===== src/rtl/rx_frame_ctrl_if.sv =====
// Byte-stream receive bus and host read port for rx_frame_ctrl.
interface rx_frame_ctrl_if;
  logic [7:0] byte_in;
  logic       byte_valid;
  logic       sof;
  logic       eof;
  logic       stop_err;
  logic       rd_en;
  logic [7:0] rd_data;

  modport master (output byte_in, byte_valid, sof, eof, stop_err, rd_en,
                  input  rd_data);
  modport slave  (input  byte_in, byte_valid, sof, eof, stop_err, rd_en,
                  output rd_data);
endinterface


===== src/rtl/rx_frame_ctrl.sv =====
// Receive frame controller: frame FSM with running CRC-8 check, 8-deep byte FIFO,
// and next-value generation for the sticky status register plus interrupt.
module rx_frame_ctrl (
  input  logic                 clk,
  input  logic                 rst_n,
  input  logic [7:0]           status_q,
  input  logic                 txi_in,
  input  logic                 tbnf_in,
  output logic [7:0]           status_next,
  output logic                 irq,
  rx_frame_ctrl_if.slave       bus
);
  typedef enum logic [1:0] {IDLE, RECV, DROP} state_e;

  state_e     state_q, state_d;
  logic [7:0] crc_q, crc_d;
  logic [2:0] wr_ptr_q, wr_ptr_d, rd_ptr_q, rd_ptr_d;
  logic [3:0] count_q, count_d;
  logic [7:0] mem [8];
  logic       irq_q, irq_d;
  logic       en, push, push_ok, pop, full;
  logic       ev_fe, ev_crce, ev_or, ev_nf;

  // Polynomial 0x07, MSB first, one byte per call.
  function automatic logic [7:0] crc8(input logic [7:0] c, input logic [7:0] b);
    logic [7:0] r;
    r = c ^ b;
    for (int i = 0; i < 8; i++)
      r = r[7] ? ((r << 1) ^ 8'h07) : (r << 1);
    return r;
  endfunction

  assign en = status_q[0];

  always_comb begin
    state_d = state_q;
    crc_d   = crc_q;
    push    = 1'b0;
    ev_fe   = 1'b0;
    ev_crce = 1'b0;
    ev_nf   = 1'b0;
    if (!en) begin
      state_d = IDLE;
      crc_d   = 8'h00;
    end else if (bus.byte_valid) begin
      if (bus.stop_err) begin
        ev_fe   = 1'b1;
        state_d = bus.eof ? IDLE : DROP;
      end else if (bus.sof && !bus.eof) begin
        // Restart out of DROP is silent; the error was already flagged on entry.
        ev_fe   = (state_q == RECV);
        state_d = RECV;
        crc_d   = crc8(8'h00, bus.byte_in);
        push    = 1'b1;
      end else if (bus.sof) begin
        ev_fe   = (state_q != DROP);
        state_d = IDLE;
      end else begin
        case (state_q)
          RECV: begin
            push  = 1'b1;
            crc_d = crc8(crc_q, bus.byte_in);
            if (bus.eof) begin
              state_d = IDLE;
              ev_nf   = (crc_d == 8'h00);
              ev_crce = (crc_d != 8'h00);
            end
          end
          DROP:    if (bus.eof) state_d = IDLE;
          default: begin
            ev_fe   = 1'b1;
            state_d = bus.eof ? IDLE : DROP;
          end
        endcase
      end
    end
  end

  // A pop in the same cycle frees the slot, so a push to a full FIFO still lands.
  assign full    = (count_q == 4'd8);
  assign pop     = en && bus.rd_en && (count_q != 4'd0);
  assign push_ok = push && (!full || pop);
  assign ev_or   = push && full && !pop;

  always_comb begin
    wr_ptr_d = wr_ptr_q + {2'b00, push_ok};
    rd_ptr_d = rd_ptr_q + {2'b00, pop};
    count_d  = count_q + {3'b000, push_ok} - {3'b000, pop};
    if (!en) begin
      wr_ptr_d = 3'd0;
      rd_ptr_d = 3'd0;
      count_d  = 4'd0;
    end
  end

  always_comb begin
    if (!rst_n)
      status_next = {4'b0000, txi_in, tbnf_in, 1'b0, status_q[0]};
    else
      status_next = {status_q[7:4] | {ev_fe, ev_crce, ev_or, ev_nf},
                     txi_in, tbnf_in, (count_d != 4'd0), status_q[0]};
  end

  assign irq_d = en && ((|status_next[7:4]) || status_next[1] || status_next[3]);

  always_ff @(posedge clk or negedge rst_n) begin
    if (!rst_n) begin
      state_q  <= IDLE;
      crc_q    <= 8'h00;
      wr_ptr_q <= 3'd0;
      rd_ptr_q <= 3'd0;
      count_q  <= 4'd0;
      irq_q    <= 1'b0;
    end else begin
      state_q  <= state_d;
      crc_q    <= crc_d;
      wr_ptr_q <= wr_ptr_d;
      rd_ptr_q <= rd_ptr_d;
      count_q  <= count_d;
      irq_q    <= irq_d;
    end
  end

  always_ff @(posedge clk) begin
    if (push_ok) mem[wr_ptr_q] <= bus.byte_in;
  end

  assign bus.rd_data = (count_q != 4'd0) ? mem[rd_ptr_q] : 8'h00;
  assign irq         = irq_q;
endmodule


===== src/flat_wrapper.sv =====
// flat-port wrapper written by rule: the top's interface ports become plain ports
module rx_frame_ctrl_flat 
  (clk, rst_n, status_q, txi_in, tbnf_in, status_next, irq, bus_byte_in, bus_byte_valid, bus_sof, bus_eof, bus_stop_err, bus_rd_en, bus_rd_data);
  rx_frame_ctrl_if bus_i ();
  input  logic clk;
  input  logic rst_n;
  input  logic [7:0] status_q;
  input  logic txi_in;
  input  logic tbnf_in;
  output logic [7:0] status_next;
  output logic irq;
  input wire logic [$bits(bus_i.byte_in)-1:0] bus_byte_in;
  input wire logic [$bits(bus_i.byte_valid)-1:0] bus_byte_valid;
  input wire logic [$bits(bus_i.sof)-1:0] bus_sof;
  input wire logic [$bits(bus_i.eof)-1:0] bus_eof;
  input wire logic [$bits(bus_i.stop_err)-1:0] bus_stop_err;
  input wire logic [$bits(bus_i.rd_en)-1:0] bus_rd_en;
  output wire logic [$bits(bus_i.rd_data)-1:0] bus_rd_data;
  assign bus_i.byte_in = bus_byte_in;
  assign bus_i.byte_valid = bus_byte_valid;
  assign bus_i.sof = bus_sof;
  assign bus_i.eof = bus_eof;
  assign bus_i.stop_err = bus_stop_err;
  assign bus_i.rd_en = bus_rd_en;
  assign bus_rd_data = bus_i.rd_data;
  rx_frame_ctrl u_core (.clk(clk), .rst_n(rst_n), .status_q(status_q), .txi_in(txi_in), .tbnf_in(tbnf_in), .status_next(status_next), .irq(irq), .bus(bus_i));
endmodule

===== config.mk =====
export PLATFORM = sky130hd
export DESIGN_NAME = rx_frame_ctrl_flat
export DESIGN_NICKNAME = d
export VERILOG_FILES = /design/src/rtl/rx_frame_ctrl_if.sv /design/src/rtl/rx_frame_ctrl.sv /design/src/flat_wrapper.sv
export SDC_FILE = /design/constraint.sdc
export NUM_CORES = 1
export LEC_CHECK = 0
export ABC_AREA = 0
export CAP_MARGIN = 40
export CORE_ASPECT_RATIO = 1.2
export CORE_UTILIZATION = 40
export CTS_BUF_LIST = sky130_fd_sc_hd__clkbuf_8
export DETAILED_ROUTE_END_ITERATION = 6
export GPL_TIMING_DRIVEN = 1
export SLEW_MARGIN = 20
export SYNTH_ARGS = -nofsm -noshare
export SYNTH_HDL_FRONTEND = slang
export SYNTH_SLANG_ARGS = --single-unit

===== constraint.sdc =====
create_clock -name clk -period 3.7 [get_ports clk]
set_input_delay 0.74 -clock clk [delete_from_list [all_inputs] [get_ports clk]]
set_output_delay 0.74 -clock clk [all_outputs]
set_load 0.02 [all_outputs]

==> flow_metrics.tcl, run 1 <==
set metrics [dict create \
    dp_hpwl_um 6370 \
    setup_viol 0 \
    min_period_over_period 0.974 \
    muxShareOfSynthArea 0.111 \
    endpoint_kind "output pin" \
    synth_nets 336 \
    finalSetupTns_ns 0 \
    detail-route-antenna-nets 0 \
    p_per_area_nw_per_um2 468 \
    hold_buffers 0 \
    outcome "complete, no violations" \
    syn-cell-area_sq_um 4220 \
    drt-initial-drc-count 93 \
    max_stage_delay_ns 0.56 \
    clk_pin_slew_ns 0.08 \
    dr_wl_met3_um 369 \
    synth_edf_count 64 \
    synth.ff_latch_count 85 \
    grt_overflow 0 \
    ir_drop_uv 262 \
    skew_ns 0.00929 \
    area_growth_pct 24.6 \
    dr_wl_met2_um 4680 \
    h-tree-depth 3 \
    slew_violations 0 \
    cp_slowest_cell "or4_1" \
    nets 413 \
    core_sq_um 10200 \
    crit_arrival_ns 2.87 \
    cts_max_path_buffers 2 \
    clockRootBuffer "clkbuf_8" \
    dr.pass1.iters 4 \
    hold_start "u_core.crc_q[0]$_DFFE_PN0P_" \
    post-synth-top-count-cell "edfxtp_1" \
    crit_path_start "bus_byte_in[6]" \
    total_leakage_power_uw 0.00199 \
    crit_family "buffers and inverters" \
    finalCriticalPeriod_ns 3.61 \
    synth_compound_area_frac 0.0587 \
    grtUsageTotal 0.178 \
    fill_cells 898 \
    grt_max_degree 18 \
    min_path_type "register to register" \
    avgSynthCellArea_sq_um 14.2 \
    final_cell_count_no_fill 506 \
    slew_headroom 0.445 \
    worstPathRequired_ns 2.96 \
    hold_viol 0 \
    grt_first_pass_wirelength_um 14100 \
    top_layer "met4" \
    synth_ff_type "edfxtp_1" \
    die_w_um 95.8 \
    wl_met1_um 3780 \
    r2r-end "u_core.irq$_DFF_PN0_" \
    synth_adder_area_share 0.0433 \
    antenna_found_initial 1 \
    synth_top_family_by_area "multiplexers" \
    drc 0 \
    crit_fanout 3 \
    vias 2589 \
    r2r-start "u_core.count_q[2]$_DFF_PN0_" \
    maxCapViolations 0 \
    viasPerCell 5.12 \
    utilization 0.518 \
    netlist.top_cell.by_area "edfxtp_1" \
    cts_sinks 85 \
    cts_inserted_buffers 9 \
    path_buf_inv 3 \
    critPathKind "input pin to output pin" \
    wl_per_cell_um 17.7 \
    crit_chain "clkdlybuf4s50_1, xnor2_1, buf_4, or4_1, a211oi_1, a22o_1, clkdlybuf4s15_1" \
    gp_congestion 0.809 \
    cts_tree "done" \
    synth.distinct_cells 44 \
    synthTopCellsByCount "edfxtp_1, nand2_1, nor2_1" \
    layout-drive-gt1-share 0.227 \
    synthSimpleGateAreaFrac 0.0818 \
    synth_xor_area_frac 0.0993 \
    cts_setup_buffers 0 \
    syn_inst 297 \
    synth_top_area_frac 0.455 \
    grt_pass1_vias 2709 \
    min_path_cells 1 \
    reg2reg_slack_ns 0.89 \
    worstSkewPairLatency_ns 0.34 \
    io_buffers 36 \
    ys_seq_area_frac 0.580 \
    ys_warn_count 0 \
    io_pins 42 \
    routed_wl_um 8940 \
    hold_end "u_core.crc_q[0]$_DFFE_PN0P_" \
    tightest_slew_ns 0.829 \
    dieArea_sq_um 11000 \
    die_h_um 115 \
    r2r_cells 12 \
    num_rows 40 \
    initial_utilization 0.416 \
    ys_async_sr_fraction 0.247 \
    clock.fmax_mhz 277 \
    placed_cells 489 \
    yosys-top-cells-area "edfxtp_1, dfrtp_1, mux4_2" \
    crit_path_start_kind "input pin" \
]
## layout by cell type, fill, tap and decap left out, types with 3 or more instances in the layout
cell type / n
edfxtp_1: 64
buf_4: 44
clkdlybuf4s50_1: 29
nand2_1: 23
nor2_1: 21
dfrtp_1: 21
xnor2_1: 20
mux4_2: 16
ha_1: 12
mux2i_1: 11
inv_1: 10
xor2_1: 10
clkbuf_8: 9
nand2b_1: 8
and2_1: 8
o21ai_0: 8
dlygate4sd2_1: 4
o211ai_1: 3
xnor3_1: 3
a21oi_1: 3
nor3_1: 3
clkinv_1: 3
## worst max path at each step
stage,cells after the start,end,slack (ns)
6_report,7,status_next[4],0.09
5_1_grt,9,status_next[1],-0.01
4_1_cts,9,status_next[1],0.008
3_5_place_dp,10,status_next[1],-0.45
3_3_place_gp,10,status_next[1],-0.44
2_1_floorplan,8,status_next[1],0.37
## metal layers
metal	vias up	track usage
li1	1239	-
met1	1281	0.221
met2	61	0.310
met3	8	0.0352
met4	0	0.0577
met5	-	0
## layout make-up
cell class / instances / area, sq um / area share
Sequential cell: 85 / 2450 / 0.465
Antenna cell: 1 / 2.50 / 0.000476
Clock inverter: 7 / 88.8 / 0.0169
Tap cell: 126 / 158 / 0.0300
Clock buffer: 9 / 124 / 0.0235
Timing Repair Buffer: 80 / 683 / 0.130
Multi-Input combinational cell: 188 / 1720 / 0.327
Inverter: 10 / 37.5 / 0.00713
## through the flow
stage | setup slack, ns | power [uW] | area, sq um | hold WS (ns)
2_1_floorplan | 0.372 | 1510 | 4220 | 0.444
3_3_place_gp | -0.436 | 1770 | 5000 | 0.489
3_5_place_dp | -0.454 | 1780 | 5000 | 0.505
4_1_cts | 0.00760 | 2480 | 5230 | 0.524
5_1_grt | -0.00992 | 2590 | 5260 | 0.536
6_report | 0.0946 | 2460 | 5260 | 0.521
## kinds of logic after synthesis
| group | after synthesis |
|---|---|
| AND/OR/NAND/NOR | 74 |
| XOR/XNOR | 38 |
| AO/OA/AOI/OAI | 35 |
| flip-flops | 85 |
| buffers and inverters | 24 |
| adder cells (fa/ha/maj) | 14 |
| multiplexers | 27 |
## where the power goes
part | switching, uW | total [uW] | internal, uW
clock | 321 | 698 | 377
combinational | 346 | 696 | 350
sequential | 19.3 | 1070 | 1050
total | 687 | 2460 | 1780
## sequential cells by signal (all words and copies together), names as in the netlist
name             cells
u_core.mem          64
u_core.crc_q         8
u_core.rd_ptr_q      3
u_core.wr_ptr_q      3
u_core.state_q       2
u_core.count_q       4
u_core.irq           1
## what timing repair did
action / CTS / global route
endpoints found under the setup margin: 3 / 2
resized for setup: 16 / 8
pin swaps: 2 / 2
Note: power is estimated with default switching activity, not from simulation.
==> inputs of run 2 (changes only) <==
--- a/config.mk
+++ b/config.mk
@@ -12,7 +12,6 @@
 export CTS_BUF_LIST = sky130_fd_sc_hd__clkbuf_8
 export DETAILED_ROUTE_END_ITERATION = 6
 export GPL_TIMING_DRIVEN = 1
-export SLEW_MARGIN = 20
 export SYNTH_ARGS = -nofsm -noshare
 export SYNTH_HDL_FRONTEND = slang
 export SYNTH_SLANG_ARGS = --single-unit
==> results of run 2 <==
No change in the layout: final DEF, timing and power equal those of run 1.
==> inputs of run 3 (changes only) <==
--- a/config.mk
+++ b/config.mk
@@ -8,8 +8,10 @@
 export ABC_AREA = 0
 export CAP_MARGIN = 40
 export CORE_ASPECT_RATIO = 1.2
+export CORE_MARGIN = 2
 export CORE_UTILIZATION = 40
 export CTS_BUF_LIST = sky130_fd_sc_hd__clkbuf_8
+export CTS_CLUSTER_SIZE = 16
 export DETAILED_ROUTE_END_ITERATION = 6
 export GPL_TIMING_DRIVEN = 1
 export SYNTH_ARGS = -nofsm -noshare
==> flow_metrics.tcl, run 3 (synthesis results as in run 1) <==
set metrics [dict create \
    outcome "complete, no violations" \
    finalCriticalPeriod_ns 3.59 \
    crit_chain "clkdlybuf4s50_1, nand2b_1, a211oi_2, and2_4, ha_2, fa_1, nor2_1, a31oi_1, buf_4" \
    ir_drop_uv 227 \
    top_register "u_core.mem" \
    grt_pass1_vias 2752 \
    maxCapViolations 0 \
    drt-initial-drc-count 132 \
    min_path_type "register to register" \
    dp_hpwl_um 6260 \
    power_uw 2300 \
    final.setup.worst_slack_ns 0.111 \
    io_pins 42 \
    setup_viol 0 \
    path_buf_inv 2 \
    slew_violations 0 \
    rsz0062_at_grt "true" \
    routed_wl_um 8760 \
    skew_ns 0.0157 \
    p_per_area_nw_per_um2 443 \
    wl_met1_um 3800 \
    clk_pin_slew_ns 0.07 \
    io_buffers 36 \
    clockRootBuffer "clkbuf_8" \
    largest_reg_flops 64 \
    grt_first_pass_wirelength_um 14200 \
    grt_overflow 0 \
    cp_slowest_cell "fa_1" \
    layout-drive-gt1-share 0.221 \
    cts_inserted_buffers 9 \
    grtUsageTotal 0.166 \
    dp_slack_ns -0.452 \
    max_stage_delay_ns 0.43 \
    final_common_cell "edfxtp_1" \
    die_h_um 117 \
    crit_family "adder cells" \
    crit_fanout 2 \
    endpoint_kind "output pin" \
    h-tree-depth 3 \
    tightest_slew_ns 0.605 \
    die_w_um 97.8 \
    cts_max_path_buffers 2 \
    cts_setup_buffers 0 \
    clock.fmax_mhz 279 \
    nets 415 \
    min_path_cells 1 \
    antenna_cells 0 \
    dieArea_sq_um 11400 \
    wl_per_cell_um 17.2 \
    crit_path_start_kind "input pin" \
    initial_utilization 0.406 \
    vias 2595 \
    core_sq_um 10400 \
    min_period_over_period 0.970 \
    worstPathRequired_ns 2.96 \
    cp.depth 9 \
    reg_top3 "u_core.mem (64), u_core.crc_q (8), u_core.count_q (4)" \
    crit_arrival_ns 2.85 \
    drc 0 \
    viasPerCell 5.10 \
    grt_max_degree 17 \
    r2r_cells 12 \
    cts_sinks 85 \
    dr_wl_met3_um 309 \
    area_growth_pct 23.0 \
    final_cell_mix "edfxtp_1, buf_4, clkdlybuf4s50_1" \
    detail-route-antenna-nets 0 \
    top_layer "met4" \
    antenna_found_initial 0 \
    dr.pass1.iters 4 \
    total_leakage_power_uw 0.00197 \
    gp_congestion 0.789 \
    dr_wl_met2_um 4510 \
    cts_tree "done" \
    worstSkewPairLatency_ns 0.36 \
    num_rows 41 \
    slew_headroom 0.597 \
    critPathKind "input pin to output pin" \
    hold_viol 0 \
]
run 3: cell types whose count changed in the layout (fill, tap and decap cells not counted), moves of 2 or more:
cell and change:
bufinv_16 -2, a211oi_2 +2, nor2_1 +2, clkinv_1 -2, buf_4 +3, inv_1 +2, nor2_2 -2
run 3: power by group:
| group | total, uW | internal [uW] | switching [uW] |
|---|---|---|---|
| logic | 687 | 349 | 338 |
| registers | 1070 | 1050 | 15.3 |
| clock network | 549 | 234 | 315 |
run 3: worst paths after layout:
kind,start,to,slack [ns]
max,bus_eof,status_next[1],0.11
min,u_core.crc_q[0]$_DFFE_PN0P_,u_core.crc_q[0]$_DFFE_PN0P_,0.51
max reg2reg,u_core.count_q[2]$_DFF_PN0_,u_core.irq$_DFF_PN0_,1.00
min reg2reg,u_core.crc_q[0]$_DFFE_PN0P_,u_core.crc_q[0]$_DFFE_PN0P_,0.51
max in group asynchronous,rst_n,u_core.rd_ptr_q[1]$_DFF_PN0_,2.64
min in group asynchronous,rst_n,u_core.irq$_DFF_PN0_,0.86
run 3: metrics by stage:
| stage | utilization | hold WS [ns] | std cells | TNS [ns] | instance area (sq um) |
|---|---|---|---|---|---|
| 2_1_floorplan | - | 0.444 | 297 | 0 | 4220 |
| 3_3_place_gp | 0.481 | 0.495 | 493 | -1.05 | 5010 |
| 3_5_place_dp | 0.482 | 0.502 | 494 | -1.07 | 5020 |
| 4_1_cts | 0.498 | 0.518 | 509 | 0 | 5190 |
| 5_1_grt | 0.499 | 0.549 | 509 | -0.0536 | 5190 |
| 6_report | 0.499 | 0.514 | 509 | 0 | 5190 |
run 3: area by class of cell:
type / count / area, sq um
fillers: 947 / 5220
flip-flops and latches: 85 / 2450
multi-input cells: 188 / 1700
repair buffers: 82 / 693
well taps: 129 / 161
clock buffers: 9 / 124
inverters: 10 / 37.5
clock inverters: 6 / 33.8
run 3: what timing repair did:
| action | 4_1_cts | 5_1_grt |
|---|---|---|
| gates resized for setup | 15 | 5 |
| hold buffers | 0 | 0 |
| pin swaps | 0 | 2 |
| gates cloned | 0 | 0 |
| endpoints found under the setup margin | 3 | 3 |
run 3: routing by layer:
metal / vias to the layer above / track usage
li1: 1249 / -
met1: 1279 / 0.201
met2: 55 / 0.297
met3: 12 / 0.0365
met4: 0 / 0.0565
met5: - / 0
run 3: worst register-to-register path, cell delays in order (launching register included):
cell and delay [ns]:
dfrtp_1 0.36, inv_1 0.09, ha_1 0.18, and2_1 0.15, nor2_1 0.06, ha_1 0.27, inv_1 0.04, ha_2 0.19
fa_1 0.41, xnor2_1 0.22, a31oi_1 0.13, buf_4 0.15, o41a_1 0.35
